===== config.mk =====
export PLATFORM = sky130hd
export DESIGN_NAME = sarlock_seq_lock
export DESIGN_NICKNAME = d
export VERILOG_FILES = /design/src/rtl/sarlock_pkg.sv /design/src/rtl/sarlock_key_loader.sv /design/src/rtl/sarlock_seq_lock.sv
export SDC_FILE = /design/constraint.sdc
export NUM_CORES = 1
export LEC_CHECK = 0
export ABC_CLOCK_PERIOD_IN_PS = 2800
export CAP_MARGIN = 10
export CORE_MARGIN = 1.5
export CORE_UTILIZATION = 45
export CTS_BUF_LIST = sky130_fd_sc_hd__clkbuf_16
export DETAILED_ROUTE_END_ITERATION = 10
export PLACE_DENSITY = 0.72
export SYNTH_ARGS = -nofsm -noshare
export SYNTH_HDL_FRONTEND = slang
export SYNTH_HIERARCHICAL = 1
export SYNTH_SLANG_ARGS = --single-unit

===== constraint.sdc =====
create_clock -name clk -period 2.8 [get_ports clk]
set_clock_uncertainty 0.05 [all_clocks]
set_input_delay 0.56 -clock clk [delete_from_list [all_inputs] [get_ports clk]]
set_output_delay 0.56 -clock clk [all_outputs]
set_load 0.01 [all_outputs]

===== src/rtl/sarlock_pkg.sv =====
// Shared types and helpers for the SARLock sequential lock.
// Loader states and the bit-counter width helper used by the key loader.
package sarlock_pkg;

  typedef enum logic [1:0] {
    StIdle,
    StLoad,
    StFull
  } load_state_e;

  // Width that can hold the saturating shift count 0..key_w inclusive.
  function automatic int unsigned cnt_width(input int unsigned key_w);
    return $clog2(key_w + 1);
  endfunction

endpackage


===== src/rtl/sarlock_key_loader.sv =====
// Serial key loader: staging shift register, saturating bit counter, loader FSM
// and commit handling. Exports the active key and its sticky valid flag.
module sarlock_key_loader
  import sarlock_pkg::*;
#(
  parameter int unsigned KEY_W = 32
) (
  input  logic             clk,
  input  logic             rst,
  input  logic             key_sdi,
  input  logic             key_shift,
  input  logic             key_commit,
  output logic [KEY_W-1:0] key,
  output logic             key_valid,
  output logic             commit_err
);

  localparam int unsigned CW = cnt_width(KEY_W);
  localparam logic [CW-1:0] CntFull = CW'(KEY_W);

  load_state_e      state_q, state_d;
  logic [CW-1:0]    cnt_q, cnt_d;
  logic [KEY_W-1:0] stage_q, stage_d;
  logic [KEY_W-1:0] key_q, key_d;
  logic             key_valid_q, key_valid_d;
  logic             commit_err_q, commit_err_d;

  always_comb begin
    state_d      = state_q;
    cnt_d        = cnt_q;
    stage_d      = stage_q;
    key_d        = key_q;
    key_valid_d  = key_valid_q;
    commit_err_d = 1'b0;

    if (key_commit) begin
      // A commit only succeeds from a complete load with no shift in flight.
      if (state_q == StFull && !key_shift) begin
        key_d       = stage_q;
        key_valid_d = 1'b1;
      end else begin
        commit_err_d = 1'b1;
      end
      stage_d = '0;
      cnt_d   = '0;
      state_d = StIdle;
    end else if (key_shift) begin
      stage_d = {stage_q[KEY_W-2:0], key_sdi};
      cnt_d   = (cnt_q == CntFull) ? cnt_q : cnt_q + 1'b1;
      state_d = (cnt_d == CntFull) ? StFull : StLoad;
    end
  end

  always_ff @(posedge clk) begin
    if (rst) begin
      state_q      <= StIdle;
      cnt_q        <= '0;
      stage_q      <= '0;
      key_q        <= '0;
      key_valid_q  <= 1'b0;
      commit_err_q <= 1'b0;
    end else begin
      state_q      <= state_d;
      cnt_q        <= cnt_d;
      stage_q      <= stage_d;
      key_q        <= key_d;
      key_valid_q  <= key_valid_d;
      commit_err_q <= commit_err_d;
    end
  end

  assign key        = key_q;
  assign key_valid  = key_valid_q;
  assign commit_err = commit_err_q;

endmodule


===== src/rtl/sarlock_seq_lock.sv =====
// SARLock point-function output lock with serially loaded key: flips the
// selected outputs for the single pattern equal to a wrong active key.
module sarlock_seq_lock
  import sarlock_pkg::*;
#(
  parameter int unsigned          KEY_W       = 32,
  parameter int unsigned          NUM_OUT     = 1,
  parameter logic [NUM_OUT-1:0]   FLIP_SEL    = '1,
  parameter logic [KEY_W-1:0]     CORRECT_KEY = '0,
  parameter int unsigned          CNT_W       = 16
) (
  input  logic               clk,
  input  logic               rst,
  input  logic               key_sdi,
  input  logic               key_shift,
  input  logic               key_commit,
  input  logic [KEY_W-1:0]   in_pattern,
  input  logic               in_valid,
  input  logic [NUM_OUT-1:0] enc_out,
  output logic [NUM_OUT-1:0] out,
  output logic               out_valid,
  output logic               key_valid,
  output logic               commit_err,
  output logic [CNT_W-1:0]   flip_count
);

  localparam logic [CNT_W-1:0] CntMax = '1;

  logic [KEY_W-1:0]   active_key;
  logic               hit;
  logic [NUM_OUT-1:0] flip_mask;
  logic [NUM_OUT-1:0] out_q, out_d;
  logic               out_valid_q;
  logic [CNT_W-1:0]   flip_q, flip_d;

  sarlock_key_loader #(
    .KEY_W(KEY_W)
  ) u_loader (
    .clk       (clk),
    .rst       (rst),
    .key_sdi   (key_sdi),
    .key_shift (key_shift),
    .key_commit(key_commit),
    .key       (active_key),
    .key_valid (key_valid),
    .commit_err(commit_err)
  );

  // Compare against the current key; a same-cycle commit takes effect next cycle.
  assign hit       = (in_pattern == active_key) && (active_key != CORRECT_KEY);
  assign flip_mask = {NUM_OUT{hit}} & FLIP_SEL;

  always_comb begin
    out_d  = out_q;
    flip_d = flip_q;
    if (in_valid) begin
      out_d = enc_out ^ flip_mask;
      if (|flip_mask && flip_q != CntMax) begin
        flip_d = flip_q + 1'b1;
      end
    end
  end

  always_ff @(posedge clk) begin
    if (rst) begin
      out_q       <= '0;
      out_valid_q <= 1'b0;
      flip_q      <= '0;
    end else begin
      out_q       <= out_d;
      out_valid_q <= in_valid;
      flip_q      <= flip_d;
    end
  end

  assign out        = out_q;
  assign out_valid  = out_valid_q;
  assign flip_count = flip_q;

endmodule


# Word level (Yosys, flattened, before mapping)
# Cells that the tools add are included.
# classes
addsub	2
n_eq_ne	5
muxes	3
n_bitwise	2
n_reduce_logical	9
# op_table
operator	n
equality test 32 bit	1
nonzero test 32 bit	1
adder 16 x 1 -> 16 bit, second input constant	1
!= test 16 bit, second input constant	1
equality test 6 bit, second input constant	2
adder 6 x 1 -> 6 bit, second input constant	1
2-to-1 mux 6 bit	1
AND reduction 2 bit	2
OR reduction 2 bit	2
logical AND 1 bit	3
equality test 2 bit, second input constant	1
2-to-1 mux 2 bit	1
logical NOT 1 bit	1
2-to-1 mux 1 bit	1
NOT 1 bit	1
bitwise XOR 1 bit	1
# word_totals
register_bits	92
out_inout_bits	20
word_cells	30

# Logic depth before layout (Yosys ltp)
# depth
word_depth	4
ltp_mapped	7
mapped_depth_nobuf	6

# Hierarchy
# Netlist, hierarchy kept.
# modules_own_cells
module	n_inst	cells_each	area_per_inst_um2
sarlock_key_loader	1	302	2776.4
sarlock_seq_lock	1	164	1398.8

# Least setup slack after synthesis
# No wires, ideal clock.
# synth_path
path_kind	in2reg
startpoint	in in_pattern[7]
endpoint	reg flip_q[14], in the netlist flip_count[14]
setup_ns	0.121
arrival_ns	2.207
required_ns	2.629
slack_ns	0.422
path_stages	7
path_cell_list	xor2_1 > nor4_2 > nand4_1 > or3_4 > buf_6 > nor3b_1 > mux2_2
# synth_via
elab_chain_len	4
# synth_rtl
element	line_no	text
start, declared	sarlock_seq_lock.sv:17	input logic [KEY_W-1:0] in_pattern,
equality test 32 bit	sarlock_seq_lock.sv:50	assign hit = (in_pattern == active_key) && (active_key != CORRECT_KEY);
logical AND 1 bit	sarlock_seq_lock.sv:50	
logical AND 1 bit	sarlock_seq_lock.sv:58	if (|flip_mask && flip_q != CntMax) begin
AND reduction 2 bit (no line)	n/a	
end signal, assigned	sarlock_seq_lock.sv:72	flip_q <= flip_d;
end, declared	sarlock_seq_lock.sv:34	logic [CNT_W-1:0] flip_q, flip_d;
# No other way between the ends.
# A chain may end at the register's enable or synchronous reset.

# Worst setup path after layout
# layout_path
startpoint	in in_pattern[23]
endpoint	reg flip_q[4], in the netlist flip_count[4]
# Same word-level chain as after synthesis.

==> out/summary.md <==
### Outcome
- completed — outcome

### Worst setup path
- sky130_fd_sc_hd__or3_4 — master of the slowest instance on the critical path
- input port — launching element type of the critical path
- 2.97 ns — Crit path required time
- flop — Crit. End Element
- 2.84 ns — Worst Path Arrival
- 0.50 ns — CP max stage delay
- 13 — highest net fanout along the worst path
- input port to flop — crit path kind
- clkdlybuf4s50_1 -> xor2_1 -> nor4_2 -> nand4_1 -> or3_4 -> nor4b_2 -> mux2_2 — worst path cell trace

### Placement
- 7.05 mm — dpl hpwl
- -0.190 ns — placement-stage worst setup slack
- 620 — number of placed instances, taps included
- 0.805 — final estimated routing congestion in global placement
- 0.00483 mm^2 — total cell area at the placement stage
- 58 — port bufs

### Routing
- 3466 — Via Count
- 15.6 um — Routed wire per std cell
- 0 — drt drc
- 5 — DR pass1 iterations
- 9.94 mm — overall routed net length
- 0 — number of nets with antenna violations after routing
- 159 — violation count after the first detailed-routing iteration
- 5.45 — Via-to-Cell Ratio

### CTS
- built — clock tree from TritonCTS
- 0.34 ns — Worst-Skew Late Latency
- sky130_fd_sc_hd__clkbuf_16 — root buf cell
- 2 — maximum clock insertion buffer count
- 9 — Inserted Clock Buffers
- 3 — CTS H-tree depth
- 0 — # Post-CTS Setup Buffers
- 92 — Clock Sinks
- 0 — total of hold buffers inserted after clock tree synthesis
- 0 — post-cts resize count
- 0.07 ns — CTS clock-pin slew for the worst setup and hold paths

### Timing
- 0 — final number of hold-violating endpoints
- 0.600 — relative max-transition margin
- 0.600 ns — transition time at the pin with the least slew margin
- 0.952 — final clock period utilization by the worst path
- 375 MHz — Fmax
- 0.136 ns — final setup slack of the worst path
- 0 — final slew viol count
- 2.66 ns — Min Clock Period, post-route
- no — RSZ-0062 raised after global routing
- 0 — count of endpoints failing setup in the final report

### Logic synthesis
- 92 — total of flip-flops plus latches after synthesis
- 0.00418 mm^2 — post-synthesis instance area
- 8.96 um^2 — Avg Inst Size Synth
- 508 — Syn Nets
- 6 — count of warnings emitted by yosys
- 466 — post-synthesis cell count
- 0.441 — sequential area share after synthesis
- 44 — number of distinct library cells after synthesis

### Power and ir drop
- 0.216 — net switching fraction of the power
- 0.471 — register share of total power
- 0.470 — Clock power frac
- 0.059 — combinational cell fraction of total power
- 1.94 nW — Static Leak
- 0.00219 W — internal power component
- 0.00279 W — total power consumption of the routed design
- 541 mW/mm^2 — power per cell area
- 0.392 mV — Peak supply drop
- 0.000603 W — switching power

### Floorplanning
- 99.3 um — height of the chip
- 0.00987 mm^2 — Die Outline Area
- 34 — # rows
- 0.472 — Initial Util
- 59 — I/O pins
- 99.3 um — die boundary width
- 0.00885 mm^2 — area of the placeable core

### Finish
- 565 — Layout Nets
- 0 — # diodes
- 809 — fill count
- 23.6% — growth of design area from synthesis to finish
- 0.100 — fraction of layout cells with a size suffix above 1
- 0.00516 mm^2 — final design instance area without fill
- 636 — final std cells w/o fill

### Global routing
- 0 — final global-route overflow total
- 0.206 — global-route usage over all layers
- 16.2 mm — global-route wire length before repair
- 43 — largest net degree at the start of global routing
- 0 — number of antenna violations at the first check in global routing
- 3372 — via count of the first global-routing pass

### Hold path
- flop to flop — Tightest Hold Check Type

### Run
- 0 — number of max-capacitance violations reported

==> flip-flops by register name (all words and copies together), names as in the netlist <==
register and flops:
out 1, u_loader/commit_err 1, u_loader/key_valid 1, u_loader/key 32, u_loader/state_q 2, flip_count 16
u_loader/stage_q 32, out_valid 1, u_loader/cnt_q 6
==> power groups by stage <==
| stage | combinational, W | clock [W] | sequential (W) |
|---|---|---|---|
| detailed placement | 0.000164 | 0 | 0.00135 |
| finish | 0.000165 | 0.00131 | 0.00132 |
| CTS | 0.000166 | 0.00134 | 0.00132 |
| global placement | 0.000162 | 0 | 0.00135 |
| global route | 0.000176 | 0.00138 | 0.00132 |
| floorplan | 0.0000774 | 0 | 0.00135 |
==> placed cells by master, fill, tap and decap left out, drive strengths merged, types with 2 or more instances in the layout <==
cell type	count
or3	5
or2	2
clkbuf	9
buf	16
nor2	52
dfxtp	92
nor4	16
bufinv	2
o31ai	4
and2	4
o21ai	4
nand3	8
nand3b	2
nor3b	6
nor4b	2
and4	2
inv	7
nor3	5
clkdlybuf4s50	56
o41ai	2
xnor2	3
ha	3
mux2i	33
nand2	72
mux2	8
or4	4
xor2	36
a31o	2
and3	3
nor2b	9
a21oi	41
nand4	10
==> synthesized netlist by cell type (all sizes together) <==
master,n,area share
a41oi,1,0.0021
a211oi,1,0.0018
or2,2,0.0030
nand4b,1,0.0021
nand3,8,0.0096
nor3b,6,0.012
and4,2,0.0042
mux2i,33,0.079
nor4b,2,0.0093
nand3b,2,0.0036
nor4,16,0.030
inv,4,0.0036
nand4,10,0.015
xnor2,3,0.0063
nor2,52,0.047
and3,3,0.0045
a21boi,1,0.0018
a21oi,41,0.049
or4,4,0.0072
and2,4,0.0066
nor3,5,0.0060
o2111ai,1,0.0021
buf,16,0.028
dfxtp,92,0.44
o31ai,4,0.0072
xor2,36,0.076
nand2,72,0.065
mux2,8,0.022
or3,5,0.0087
nor2b,9,0.013
o41ai,2,0.0060
a31o,2,0.0042
a31oi,1,0.0015
o21ai,4,0.0048
ha,3,0.0090
clkbuf,10,0.0090
==> metal layers <==
layer,share of wire,vias up,track usage
met5,0,-,0
met4,0.014,0,0.0639
met3,0.058,14,0.0436
met2,0.48,90,0.352
met1,0.44,1635,0.262
li1,-,1727,-
==> critical path, delay by kind of cell <==
kind | cells | cell delay (ns)
simple gates | 4 | 1.32
buf+inv | 1 | 0.42
mux | 1 | 0.35
xor+xnor | 1 | 0.18
==> per-stage QoR <==
step                utilization  TNS [ns]  hold slack [ns]
CTS                       0.583         0            0.414
finish                    0.583         0            0.412
floorplan                     -         0            0.381
detailed placement        0.546     -1.29            0.404
global route              0.583         0            0.441
global placement          0.546    -0.958            0.394
==> cells by family (layout without fill, tap and decap cells) <==
kind of cell    count (synthesis)  count (layout)  synth area share
xor+xnor                       39              39            0.0818
compound gates                 58              58            0.0806
flops                          92              92             0.441
buf+inv                        30              92            0.0402
mux                            41              41             0.101
fa+ha+maj                       3               3           0.00899
simple gates                  203             203             0.247
==> worst paths after layout <==
check	startpoint	to	slack (ns)	cells past startpoint
worst min-delay path	u_loader/stage_q[31]$_SDFFE_PP0P_	u_loader/key[31]$_SDFFE_PP0P_	0.41	2
worst max-delay path	in_pattern[23]	flip_count[4]$_SDFFE_PP0P_	0.14	7
worst min register to register	u_loader/stage_q[31]$_SDFFE_PP0P_	u_loader/key[31]$_SDFFE_PP0P_	0.41	2
worst max register to register	u_loader/key[7]$_SDFFE_PP0P_	flip_count[4]$_SDFFE_PP0P_	0.42	6
==> area by class of cell <==
class	instances	area, um^2	area share
inverters	4	15.0	0.00291
repair buffers	72	676	0.131
well taps	108	135	0.0262
flip-flops and latches	92	1840	0.357
clock inverters	7	100	0.0194
clock buffers	9	225	0.0437
multi-input cells	344	2170	0.420
(Power assumes the default switching activity.)
